## src/rtl/phy_rx_sync_deser.sv

```systemverilog
// Serial-to-parallel receive stage: slides bit-by-bit to find the COM symbol,
// confirms byte alignment over LOCK_COUNT COMs, then emits one parallel byte per 8 clocks.
module phy_rx_sync_deser #(
  parameter logic [7:0] COM        = 8'hBC,
  parameter int         LOCK_COUNT = 4
) (
  input  logic       clk_32f,
  input  logic       reset,
  input  logic       data_in,
  output logic [7:0] data_out,
  output logic       valid_out,
  output logic       byte_strobe,
  output logic       active,
  output logic [1:0] sync_state
);

  typedef enum logic [1:0] {
    SEARCH  = 2'b00,
    LOCKING = 2'b01,
    ACTIVE  = 2'b10,
    UNUSED  = 2'b11
  } state_t;

  localparam logic [3:0] LOCK_TARGET = 4'(LOCK_COUNT);

  state_t     state_q, state_d;
  logic [7:0] sr_q, sr_next;
  logic [2:0] bit_cnt_q, bit_cnt_d;
  logic [3:0] com_cnt_q, com_cnt_d, com_cnt_inc;
  logic [7:0] data_q, data_d;
  logic       valid_q, valid_d;
  logic       strobe_q, strobe_d;
  logic       is_com, byte_done;

  assign sr_next     = {sr_q[6:0], data_in};
  assign is_com      = (sr_next == COM);
  assign byte_done   = (bit_cnt_q == 3'd7);
  assign com_cnt_inc = com_cnt_q + 4'd1;

  // NOTE: every variable gets a default before the case so no path can leave
  // one unassigned; a missing default here would infer a latch.
  always_comb begin
    state_d   = state_q;
    bit_cnt_d = bit_cnt_q + 3'd1;
    com_cnt_d = com_cnt_q;
    data_d    = data_q;
    valid_d   = valid_q;
    strobe_d  = 1'b0;

    case (state_q)
      SEARCH: begin
        bit_cnt_d = 3'd0;
        valid_d   = 1'b0;
        if (is_com) begin
          state_d   = LOCKING;
          com_cnt_d = 4'd1;
        end
      end

      LOCKING: begin
        valid_d = 1'b0;
        if (byte_done) begin
          if (is_com) begin
            com_cnt_d = com_cnt_inc;
            if (com_cnt_inc == LOCK_TARGET) state_d = ACTIVE;
          end else begin
            // Misaligned byte: sliding search restarts on the next bit, not this one.
            state_d   = SEARCH;
            com_cnt_d = 4'd0;
          end
        end
      end

      ACTIVE: begin
        if (byte_done) begin
          strobe_d = 1'b1;
          if (is_com) begin
            valid_d = 1'b0;
          end else begin
            data_d  = sr_next;
            valid_d = 1'b1;
          end
        end
      end

      default: begin
        state_d   = SEARCH;
        bit_cnt_d = 3'd0;
        com_cnt_d = 4'd0;
        valid_d   = 1'b0;
      end
    endcase
  end

  // NOTE: state registers use non-blocking assignments so every flop samples
  // the pre-edge values, independent of statement order.
  always_ff @(posedge clk_32f or posedge reset) begin
    if (reset) begin
      state_q   <= SEARCH;
      sr_q      <= 8'h00;
      bit_cnt_q <= 3'd0;
      com_cnt_q <= 4'd0;
      data_q    <= 8'h00;
      valid_q   <= 1'b0;
      strobe_q  <= 1'b0;
    end else begin
      state_q   <= state_d;
      sr_q      <= sr_next;
      bit_cnt_q <= bit_cnt_d;
      com_cnt_q <= com_cnt_d;
      data_q    <= data_d;
      valid_q   <= valid_d;
      strobe_q  <= strobe_d;
    end
  end

  assign data_out    = data_q;
  assign valid_out   = valid_q;
  assign byte_strobe = strobe_q;
  assign active      = (state_q == ACTIVE);
  assign sync_state  = state_q;

endmodule
```

## config.mk

```make
export PLATFORM = sky130hd
export DESIGN_NAME = phy_rx_sync_deser
export DESIGN_NICKNAME = d
export VERILOG_FILES = /design/src/rtl/phy_rx_sync_deser.sv
export SDC_FILE = /design/constraint.sdc
export NUM_CORES = 1
export LEC_CHECK = 0
export ABC_CLOCK_PERIOD_IN_PS = 1900
export CAP_MARGIN = 20
export CORE_ASPECT_RATIO = 1.2
export CORE_MARGIN = 2
export CORE_UTILIZATION = 45
export CTS_BUF_LIST = sky130_fd_sc_hd__clkbuf_8
export CTS_CLUSTER_DIAMETER = 50
export DETAILED_ROUTE_END_ITERATION = 6
export GPL_TIMING_DRIVEN = 0
export MAX_ROUTING_LAYER = met4
export PLACE_DENSITY = 0.68
export SYNTH_ARGS = -nofsm -noshare
export SYNTH_HDL_FRONTEND = slang
export SYNTH_SLANG_ARGS = --single-unit
export TNS_END_PERCENT = 30
```

## constraint.sdc

```tcl
create_clock -name clk_32f -period 1.9 [get_ports clk_32f]
set_input_delay 0.285 -clock clk_32f [delete_from_list [all_inputs] [get_ports clk_32f]]
set_output_delay 0.285 -clock clk_32f [all_outputs]
set_load 0.02 [all_outputs]
```

==> key figures <==
Final layout
  – Post-route cell area: 0.00140 sq mm
  – Area Overhead vs Synth: 25.7%
  – Nets@finish: 110
  – Non-Filler Instances: 131
  – Layout cells sized above 1: 0.180
  – Fin util: 0.601
  – Antenna cells: 0

Flow run
  – Max Cap Viol: 0

Yosys
  – Synth async-reset ratio: 1.00
  – Syn avg cell area: 13.9 sq um
  – Post-synth EDFFs: 0
  – Top post-synthesis cells by area: dfrtp_1 58%, ha_1 6.7%, mux2_2 4.0%
  – Sequential area share after synthesis: 0.584
  – Synth Register Bits: 26
  – Yosys warnings: 0
  – Most frequent cell after synthesis: dfrtp_1
  – Primary FF master, synth: dfrtp_1
  – Synth top cells by count: 26 x dfrtp_1, 6 x ha_1, 5 x inv_1
  – Cells after Synth: 80
  – Post-Syn Area: 0.00111 sq mm
  – Leading area contributor after synthesis: dfrtp_1
  – Yosys top cell area share: 0.584
  – Synth unique cells: 28
  – Syn_nets: 89

Power
  – Leak: 0.657 nW
  – Peak supply drop: 0.662 mV
  – Pwr Density: 845 mW/mm^2
  – Total power: 1.18 mW

Floorplan
  – Std-Cell Rows: 19
  – Initial Util: 0.478
  – Core Region: 0.00233 sq mm
  – Num ports: 16
  – Die Area: 0.00289 sq mm
  – Die Ht: 58.5 um
  – Die X: 49.4 um

Detailed routing
  – Drc violations: 0
  – Initial DRC count: 9
  – Via density per instance: 5.23
  – First-pass detailed-route iteration total: 2
  – Routed len/inst: 12.7 um
  – Final WL: 1.67 mm
  – Vias: 685
  – Antenna-violating nets left: 0

CTS
  – Clk_lat worst skew: 0.27 ns
  – Cts hold-fix bufs: 0
  – Clock slew seen by the registers of the worst setup and hold paths: 0.08 ns
  – TritonCTS clock tree: built
  – CTS root buffer: clkbuf_8
  – H-tree depth: 1
  – CTS sink cnt: 26
  – Maximum buffer depth of the clock tree: 2
  – Total CTS buffers: 3

Setup path
  – CP max-delay cell: dfrtp_1
  – Worst EP required: 1.62 ns
  – Worst Setup Start Kind: register
  – Max stage delay on crit path: 0.43 ns
  – Critical path arrival: 1.41 ns
  – Crit-path cells: inv_1, ha_1, dlygate4sd2_1
  – Crit path max fanout: 5
  – Setup crit end kind: output pin
  – WS Path Type: register to output pin

STA
  – Worst Max-Slew Pin Slew: 0.463 ns
  – Final Setup Violations: 0
  – Fin crit period: 1.70 ns
  – RSZ-0062 raised after global routing: false
  – Period utilization: 0.895
  – Final hold violations: 0
  – Worst slew margin: 0.691
  – Final slew viol count: 0
  – Max Clk Rate: 0.588 GHz
  – Fin Setup TNS: 0 ns
  – Worst Skew: 0.00142 ns

Global route
  – Largest net degree at the start of global routing: 27
  – Total grt overflow: 0
  – Vias in the first global route: 665
  – Gr usage total: 0.139
  – Antenna violations before repair: 0
  – First-pass GRT wire length: 2.94 mm

Outcome
  – Status: complete, no violations

Min path
  – Type of the worst min-delay path: input pin to asynchronous set/reset pin

Placed design
  – DP Area: 0.00130 sq mm
  – Placed insts: 126
  – Port bufs: 15
  – Detailed Place HPWL: 1.21 mm
  – Final Wtd Congestion: 0.801
-- state kept, by name (all words and copies together) (netlist names) --
register	cells
byte_strobe	1
data_out	8
sr_q	7
sync_state	2
valid_out	1
com_cnt_q	4
bit_cnt_q	3
-- final timing paths --
check                               from      endpoint  slack, ns  cells after the start
max                        sync_state[0]        active       0.20                      3
min                                reset   data_out[1]       0.32                      2
max reg2reg                sync_state[0]   data_out[7]       0.21                      6
min reg2reg                      sr_q[5]       sr_q[6]       0.42                      0
max in group asynchronous          reset  com_cnt_q[1]       1.15                      3
min in group clk_32f             sr_q[5]       sr_q[6]       0.42                      0
-- timing repair --
item                                    CTS  global route
hold endpoints to repair                  0             0
buffers inserted                          0             0
gates resized for setup                   1             0
endpoints found under the setup margin    1             0
-- power breakdown --
part	internal [mW]	total, mW	leakage [nW]	switching, mW
logic	0.0597	0.137	0.276	0.0769
clock network	0.282	0.447	0.0357	0.166
registers	0.576	0.600	0.346	0.0234
-- layer usage --
layer | routed length (um) | GRT usage
met1 | 804 | 0.187
met4 | 44 | 0.0833
met2 | 770 | 0.205
met3 | 49 | 0.0152
met5 | 0 | -
-- layout make-up --
type / instances / area [sq um]
Tap cell: 31 / 38.8
Sequential cell: 26 / 651
Timing Repair Buffer: 16 / 176
Clock buffer: 3 / 41.3
Multi-Input combinational cell: 47 / 435
Fill cell: 201 / 930
Inverter: 6 / 22.5
Clock inverter: 1 / 30.0
Buffer: 1 / 5.00
-- cells by family (layout without fill, tap and decap cells) --
kind of cell	count (synthesis)	count (layout)	share of synthesized area
AO/OA/AOI/OAI	19	19	0.138
flip-flops	26	26	0.584
multiplexers	6	6	0.0607
buffers and inverters	7	27	0.0247
AND/OR/NAND/NOR	16	16	0.125
adder cells (fa/ha/maj)	6	6	0.0674
-- per-stage QoR --
stage / hold slack, ns / setup WS (ns)
floorplan: 0.316 / 0.118
global placement: 0.391 / 0.111
detailed placement: 0.402 / 0.0602
CTS: 0.420 / 0.192
global route: 0.348 / 0.109
finish: 0.317 / 0.200
-- cells in the final DEF (no fill, tap or decap), types with 2 or more instances in the layout --
master           netlist  layout
mux2_2                 4       4
clkbuf_8               0       3
o2bb2ai_1              4       4
a22o_1                 2       2
clkdlybuf4s50_1        0      14
dfrtp_1               26      26
and2_1                 4       4
inv_1                  5       5
a21oi_1                4       4
nor2_1                 2       2
mux2_1                 2       2
ha_1                   6       6
nor2b_1                4       4
-- critical path, delay by kind of cell, from the launching register on --
kind	cells	cell delay (ns)
buf+inv	2	0.46
fa+ha+maj	1	0.26
flops	1	0.43
Power figures use the tool's default switching activity.
